File: src/rtl/muldiv_hilo_ctrl_pkg.sv
`default_nettype none
// ============================================================================
// Module      : muldiv_hilo_ctrl_pkg
// Description : Shared definitions for the HI/LO sequencer. Includes the op
//               encodings, the division iteration count, the FSM state codes
//               and small helpers.
// Revision    : 1.0 - initial release
// ============================================================================
package muldiv_hilo_ctrl_pkg;

    // Radix-2 iterations needed for 32-bit operands
    localparam int DIV_CYCLES_DFLT = 32;

    // EX-stage HI/LO op encodings
    localparam logic [2:0] OP_NOP   = 3'd0;
    localparam logic [2:0] OP_MULT  = 3'd1;
    localparam logic [2:0] OP_MULTU = 3'd2;
    localparam logic [2:0] OP_DIV   = 3'd3;
    localparam logic [2:0] OP_DIVU  = 3'd4;
    localparam logic [2:0] OP_MTHI  = 3'd5;
    localparam logic [2:0] OP_MTLO  = 3'd6;
    localparam logic [2:0] OP_RSVD  = 3'd7;

    // Controller state codes
    localparam int         ST_W    = 2;
    localparam logic [1:0] ST_IDLE = 2'd0;
    localparam logic [1:0] ST_RUN  = 2'd1;
    localparam logic [1:0] ST_DONE = 2'd2;

    // True for the two ops that use the iterative divider
    function automatic logic is_div_op(input logic [2:0] op);
        return (op == OP_DIV) || (op == OP_DIVU);
    endfunction

    // Two's-complement negate when neg is set
    function automatic logic [31:0] cond_neg(input logic [31:0] v, input logic neg);
        return neg ? (32'd0 - v) : v;
    endfunction

endpackage : muldiv_hilo_ctrl_pkg
`default_nettype wire

File: src/rtl/muldiv_hilo_ctrl_div_radix2.sv
`default_nettype none
// ============================================================================
// Module      : div_radix2
// Description : Unsigned restoring divider, one quotient bit per step. The
//               result outputs carry the value *after* the current step, so
//               on the final step the caller can capture the finished
//               quotient/remainder in the same cycle.
// Revision    : 1.0 - initial release
// ============================================================================
module div_radix2 #(
    parameter int WIDTH = 32,
    parameter int CNT_W = 5,
    parameter int LAST  = 31
) (
    input  logic             clk,
    input  logic             rst,
    input  logic             start,
    input  logic [WIDTH-1:0] dividend,
    input  logic [WIDTH-1:0] divisor,
    input  logic             step,
    input  logic [CNT_W-1:0] cnt,
    output logic [WIDTH-1:0] quotient,
    output logic [WIDTH-1:0] remainder,
    output logic             done
);

    logic [WIDTH-1:0] quo_q, quo_d;
    logic [WIDTH-1:0] rem_q, rem_d;
    logic [WIDTH-1:0] dvs_q, dvs_d;

    logic [WIDTH:0]   w_trial;
    logic [WIDTH:0]   w_diff;
    logic             w_fit;

    // One restoring step: shift the next dividend bit into the partial
    // remainder and subtract the divisor if it fits. A zero divisor always
    // "fits", which yields an all-ones quotient and remainder = dividend.
    always_comb begin
        w_trial   = {rem_q, quo_q[WIDTH-1]};
        w_diff    = w_trial - {1'b0, dvs_q};
        w_fit     = ~w_diff[WIDTH];
        remainder = w_fit ? w_diff[WIDTH-1:0] : w_trial[WIDTH-1:0];
        quotient  = {quo_q[WIDTH-2:0], w_fit};
        done      = step && (cnt == CNT_W'(LAST));
    end

    // Load operands on start, advance one bit per step
    always_comb begin
        quo_d = quo_q;
        rem_d = rem_q;
        dvs_d = dvs_q;
        if (start) begin
            quo_d = dividend;
            rem_d = '0;
            dvs_d = divisor;
        end else if (step) begin
            quo_d = quotient;
            rem_d = remainder;
        end
    end

    // Divider working registers
    always_ff @(posedge clk) begin
        if (rst) begin
            quo_q <= '0;
            rem_q <= '0;
            dvs_q <= '0;
        end else begin
            quo_q <= quo_d;
            rem_q <= rem_d;
            dvs_q <= dvs_d;
        end
    end

endmodule : div_radix2
`default_nettype wire

File: src/rtl/muldiv_hilo_ctrl.sv
`default_nettype none
// ============================================================================
// Module      : muldiv_hilo_ctrl
// Description : HI/LO sequencer and sole HI/LO write-port owner. It handles
//               single-cycle MULT/MULTU/MTHI/MTLO and 32-step iterative
//               DIV/DIVU with a pipeline stall. There is exactly one write per
//               instruction, and a flush cancels it.
// Revision    : 1.0 - initial release
// ============================================================================
module muldiv_hilo_ctrl
    import muldiv_hilo_ctrl_pkg::*;
#(
    parameter int DIV_CYCLES = DIV_CYCLES_DFLT
) (
    input  logic        clk,
    input  logic        rst,
    input  logic        op_valid,
    input  logic [2:0]  op,
    input  logic [31:0] src_a,
    input  logic [31:0] src_b,
    input  logic        flush,
    output logic        stall_o,
    output logic        busy_o,
    output logic        hi_we,
    output logic        lo_we,
    output logic [31:0] hi_wdata,
    output logic [31:0] lo_wdata
);

    localparam int CNT_W = $clog2(DIV_CYCLES);

    logic [ST_W-1:0]  state_q, state_d;
    logic [CNT_W-1:0] cnt_q, cnt_d;
    logic             neg_quo_q, neg_quo_d;
    logic             neg_rem_q, neg_rem_d;
    logic             pend_hi_q, pend_hi_d;
    logic             pend_lo_q, pend_lo_d;
    logic [31:0]      pend_hi_data_q, pend_hi_data_d;
    logic [31:0]      pend_lo_data_q, pend_lo_data_d;

    logic             w_accept;
    logic             w_div_start;
    logic             w_signed_div;
    logic             w_signed_mul;
    logic [31:0]      w_dvd_mag;
    logic [31:0]      w_dvs_mag;
    logic [63:0]      w_ext_a;
    logic [63:0]      w_ext_b;
    logic [63:0]      w_product;
    logic             w_step;
    logic [31:0]      w_div_quo;
    logic [31:0]      w_div_rem;
    logic             w_div_done;

    // Operand conditioning: accept decode, divider magnitudes, multiplier.
    // Sign- or zero-extending both factors to 64 bits lets a single
    // 64-bit multiply serve MULT and MULTU.
    always_comb begin
        w_accept     = (state_q == ST_IDLE) && op_valid && !flush;
        w_div_start  = w_accept && is_div_op(op);
        w_signed_div = (op == OP_DIV);
        w_signed_mul = (op == OP_MULT);
        w_dvd_mag    = cond_neg(src_a, w_signed_div && src_a[31]);
        w_dvs_mag    = cond_neg(src_b, w_signed_div && src_b[31]);
        w_ext_a      = {{32{w_signed_mul && src_a[31]}}, src_a};
        w_ext_b      = {{32{w_signed_mul && src_b[31]}}, src_b};
        w_product    = w_ext_a * w_ext_b;
        w_step       = (state_q == ST_RUN) && !flush;
    end

    div_radix2 #(
        .WIDTH (32),
        .CNT_W (CNT_W),
        .LAST  (DIV_CYCLES - 1)
    ) u_div (
        .clk       (clk),
        .rst       (rst),
        .start     (w_div_start),
        .dividend  (w_dvd_mag),
        .divisor   (w_dvs_mag),
        .step      (w_step),
        .cnt       (cnt_q),
        .quotient  (w_div_quo),
        .remainder (w_div_rem),
        .done      (w_div_done)
    );

    // FSM state register
    always_ff @(posedge clk) begin
        if (rst) begin
            state_q <= ST_IDLE;
        end else begin
            state_q <= state_d;
        end
    end

    // FSM next-state: flush always returns to IDLE
    always_comb begin
        state_d = state_q;
        case (state_q)
            ST_IDLE: if (w_div_start) state_d = ST_RUN;
            ST_RUN:  if (w_div_done)  state_d = ST_DONE;
            ST_DONE: state_d = ST_IDLE;
            default: state_d = ST_IDLE;
        endcase
        if (flush) begin
            state_d = ST_IDLE;
        end
    end

    // FSM outputs: stall covers the accept cycle combinationally plus RUN
    always_comb begin
        stall_o  = (state_q == ST_RUN) || w_div_start;
        busy_o   = (state_q != ST_IDLE);
        hi_we    = pend_hi_q && !flush;
        lo_we    = pend_lo_q && !flush;
        hi_wdata = pend_hi_data_q;
        lo_wdata = pend_lo_data_q;
    end

    // Datapath next values: counter, sign flags and the pending write.
    // Pending enables are one-shot; they default to clear every cycle.
    always_comb begin
        cnt_d          = cnt_q;
        neg_quo_d      = neg_quo_q;
        neg_rem_d      = neg_rem_q;
        pend_hi_d      = 1'b0;
        pend_lo_d      = 1'b0;
        pend_hi_data_d = pend_hi_data_q;
        pend_lo_data_d = pend_lo_data_q;
        if (flush) begin
            cnt_d = '0;
        end else begin
            if (w_accept) begin
                case (op)
                    OP_MULT, OP_MULTU: begin
                        pend_hi_d      = 1'b1;
                        pend_lo_d      = 1'b1;
                        pend_hi_data_d = w_product[63:32];
                        pend_lo_data_d = w_product[31:0];
                    end
                    OP_MTHI: begin
                        pend_hi_d      = 1'b1;
                        pend_hi_data_d = src_a;
                    end
                    OP_MTLO: begin
                        pend_lo_d      = 1'b1;
                        pend_lo_data_d = src_a;
                    end
                    OP_DIV, OP_DIVU: begin
                        cnt_d     = '0;
                        neg_quo_d = w_signed_div && (src_a[31] ^ src_b[31]);
                        neg_rem_d = w_signed_div && src_a[31];
                    end
                    default: begin
                        cnt_d = cnt_q;
                    end
                endcase
            end
            if (state_q == ST_RUN) begin
                if (w_div_done) begin
                    pend_hi_d      = 1'b1;
                    pend_lo_d      = 1'b1;
                    pend_hi_data_d = cond_neg(w_div_rem, neg_rem_q);
                    pend_lo_data_d = cond_neg(w_div_quo, neg_quo_q);
                end else begin
                    cnt_d = cnt_q + CNT_W'(1);
                end
            end
        end
    end

    // Datapath registers
    always_ff @(posedge clk) begin
        if (rst) begin
            cnt_q          <= '0;
            neg_quo_q      <= 1'b0;
            neg_rem_q      <= 1'b0;
            pend_hi_q      <= 1'b0;
            pend_lo_q      <= 1'b0;
            pend_hi_data_q <= '0;
            pend_lo_data_q <= '0;
        end else begin
            cnt_q          <= cnt_d;
            neg_quo_q      <= neg_quo_d;
            neg_rem_q      <= neg_rem_d;
            pend_hi_q      <= pend_hi_d;
            pend_lo_q      <= pend_lo_d;
            pend_hi_data_q <= pend_hi_data_d;
            pend_lo_data_q <= pend_lo_data_d;
        end
    end

endmodule : muldiv_hilo_ctrl
`default_nettype wire
File: config.mk
export PLATFORM = sky130hd
export DESIGN_NAME = muldiv_hilo_ctrl
export DESIGN_NICKNAME = d
export VERILOG_FILES = /design/src/rtl/muldiv_hilo_ctrl_pkg.sv /design/src/rtl/muldiv_hilo_ctrl_div_radix2.sv /design/src/rtl/muldiv_hilo_ctrl.sv
export SDC_FILE = /design/constraint.sdc
export NUM_CORES = 2
export LEC_CHECK = 0
export CAP_MARGIN = 20
export CORE_ASPECT_RATIO = 1.2
export CORE_MARGIN = 8
export CORE_UTILIZATION = 45
export DETAILED_ROUTE_END_ITERATION = 10
export HOLD_SLACK_MARGIN = 0.03
export PLACE_DENSITY = 0.7
export SYNTH_ARGS = -nofsm -noshare
export SYNTH_HDL_FRONTEND = slang
export SYNTH_SLANG_ARGS = --single-unit
File: constraint.sdc
create_clock -name clk -period 11.5 [get_ports clk]
set_clock_uncertainty 0.2 [all_clocks]
set_input_delay 1.725 -clock clk [delete_from_list [all_inputs] [get_ports clk]]
set_output_delay 1.725 -clock clk [all_outputs]
set_load 0.005 [all_outputs]
==> qor.csv <==
metric,value,unit
status,finished clean,
drt-pass1-iter-count,7,
die_w,322.4,microns
antenna_found_initial,14,
num-fill-cells,10680,
worst_pin_slew,1140,ps
drive_above_1_share,0.04325,
fmax,92.45,MHz
finalCriticalPeriod,10820,ps
final_core_util,0.4808,
max_cap_violations,0,
min_path_type,flop to flop,
synth-xor-area-share,0.03265,
gp_congestion,1.038,
finalSetupTns,0,ps
crit_arrival,10990,ps
ys_ff_latch,171,
final_cell_mix,"1,204 x inv_1, 1,126 x fa_1, 981 x nand2_1, 297 x and2_1, 280 x nor2_1",
postSynthCellCount,5994,
synth_enable_flop_cells,0,
met3_length,16.70,mm
worstSetupEndpointType,flop,
hold_viol,0,
cts_root_buf,clkbuf_16,
synth_compound_area_frac,0.09696,
crit_family,adder cells,
grt_pass1_vias,44290,
vias,41910,
drv_slew,0,
die_y,383.7,microns
syn_avg_cell_area,8.458,sq um
synth-simple-area-share,0.1699,
wl_per_cell,21.74,microns
grt_setup_unrepaired,no,
slowest_delay,620,ps
cts_buffers,17,
cp.required,11670,ps
setup_viol,0,
start_util,0.4514,
netlist_area,50700,sq um
grt_max_degree,84,
cts_sinks,171,
synth_top_family_by_area,adder cells,
area_growth_syn_to_layout,6.530,%
drtIter0Drc,3941,
crit_buf_inv,6,
cts_setup_buffers,0,
h-tree-depth,4,
muxShareOfSynthArea,0.007058,
synth_nets,7442,
wl_met1,61.39,mm
ioPinCount,139,
grt_usage,0.2625,
postSynth.asyncResetShare,0,
synth.distinct_cells,79,
gr-total-overflow,0,
setup.worst_path.class,input port to flop,
place_hpwl,127.2,mm
final_common_cell,inv_1,
fp-row-count,135,
post-route-period-util,0.9406,
synthFlopType,dfxtp_1,
start_kind,input port,
yosys_warnings,0,
nNetsFinal,7331,
cts_tree,built,
crit_top_cell,fa_1,
core,112300,sq um
grt_pass1_wl,253.1,mm
die_area,123700,sq um
synth_adder_area_share,0.5066,
finalWirelength,161.2,mm
top_layer,met5,
clk_path_buf_depth,2,
clk_pin_slew_worst_paths,80,ps
route.met2.wl,73.56,mm
cp_max_fo,7,
routed_via_density,5.654,
seq_area_frac_synth,0.06752,
slowest_stage,fa_1,
slew_headroom,0.2399,
drc_errors,0,
clk_latency,460,ps
antenna_left,0,
numPortBuffers,138,
==> final cells by class <==
class                   instances  area, sq um  area share
clock buffers                  17        425.4    0.007877
diodes                         10        25.02   0.0004633
multi-input cells            4220        41270      0.7642
well taps                    1507         1886     0.03491
clock inverters                15        168.9    0.003127
flip-flops and latches        171         3423     0.06338
repair buffers                268         2285     0.04230
inverters                    1205         4523     0.08375
==> worst reg2reg max path, delay by kind of cell (launching register included) <==
| kind | cells | cell delay (ps) |
|---|---|---|
| muxes | 1 | 370 |
| adders and majority gates | 3 | 830 |
| and+or+nand+nor | 7 | 2270 |
| buffers and inverters | 5 | 840 |
| DFF | 1 | 340 |
| AOI/OAI and AO/OA | 7 | 1840 |
==> logic make-up (layout without fill, tap and decap cells) <==
group / after synthesis / count (layout)
XOR/XNOR: 189 / 189
multiplexers: 35 / 35
AO/OA/AOI/OAI: 726 / 726
adder cells (fa/ha/maj): 1377 / 1377
AND/OR/NAND/NOR: 1893 / 1893
other: 0 / 10
buffers and inverters: 1603 / 1505
flip-flops: 171 / 171
==> cell usage after synthesis, types with 9 or more instances <==
| cell | n | area, sq um |
|---|---|---|
| clkbuf_1 | 308 | 1156 |
| a311oi_1 | 38 | 332.8 |
| o41ai_1 | 15 | 131.4 |
| nor3_1 | 64 | 320.3 |
| a222oi_1 | 13 | 130.1 |
| nand2b_1 | 21 | 131.4 |
| or4_1 | 14 | 105.1 |
| nor2b_1 | 21 | 131.4 |
| buf_1 | 77 | 289.0 |
| xor2_1 | 82 | 718.2 |
| a221oi_1 | 22 | 192.7 |
| o21bai_1 | 9 | 67.56 |
| nand4_1 | 17 | 106.4 |
| nor2_1 | 284 | 1066 |
| a211oi_1 | 78 | 585.6 |
| o21a_1 | 25 | 187.7 |
| or3_1 | 31 | 193.9 |
| nand3_1 | 50 | 250.2 |
| o21ai_0 | 134 | 670.6 |
| inv_1 | 1204 | 4519 |
| nor4_1 | 18 | 112.6 |
| and2_1 | 298 | 1864 |
| and3_1 | 42 | 262.8 |
| o211ai_1 | 22 | 165.2 |
| a22oi_1 | 10 | 75.07 |
| ha_1 | 251 | 3141 |
| a2111oi_0 | 9 | 78.83 |
| or2_2 | 19 | 118.9 |
| xnor2_1 | 107 | 937.2 |
| a21o_1 | 56 | 420.4 |
| dfxtp_1 | 171 | 3423 |
| nand2_1 | 982 | 3686 |
| buf_2 | 10 | 50.05 |
| a21oi_1 | 166 | 830.8 |
| a31oi_1 | 28 | 175.2 |
| fa_1 | 1126 | 22540 |
| o31ai_1 | 26 | 195.2 |
| mux2i_1 | 29 | 290.3 |
==> final timing paths <==
kind	from	endpoint	slack (ps)	depth (start not counted)
max	op[1]	hi_wdata[30]$_SDFFE_PP0N_	680	30
min	u_div.dvs_q[0]$_SDFFE_PP0P_	u_div.dvs_q[0]$_SDFFE_PP0P_	270	2
max reg2reg	u_div.quo_q[31]$_SDFFE_PP0P_	hi_wdata[30]$_SDFFE_PP0N_	4760	23
min reg2reg	u_div.dvs_q[0]$_SDFFE_PP0P_	u_div.dvs_q[0]$_SDFFE_PP0P_	270	2
==> registers in the layout, summed over array words and instances, names as in the netlist <==
register	cells
cnt_q	5
hi_wdata	32
lo_wdata	32
neg_quo_q	1
neg_rem_q	1
pend_hi_q	1
pend_lo_q	1
state_q	2
u_div.dvs_q	32
u_div.quo_q	32
u_div.rem_q	32
==> stage by stage <==
step	setup slack [ps]	instances	hold WS [ps]	area, sq um
floorplan	1208	5994	236.3	50700
global placement	492.1	7370	250.0	53360
detailed placement	295.1	7370	251.0	53360
CTS	769.5	7402	263.3	53950
global route	182.3	7403	295.4	53980
finish	683.4	7413	265.1	54010
==> per-layer routing <==
metal / up-vias / track usage
met5: - / 0
met4: 8 / 0.1279
met3: 492 / 0.05561
met2: 2154 / 0.4264
met1: 21140 / 0.3324
li1: 18120 / -
==> what timing repair did <==
action,in CTS,in global routing
endpoints found under the setup margin,0,1
hold buffers,0,0
resized for setup,0,1
Power is left out: the tool's default activity adds up to more than one toggle a clock period on the data nets, which glitch-free logic cannot reach.
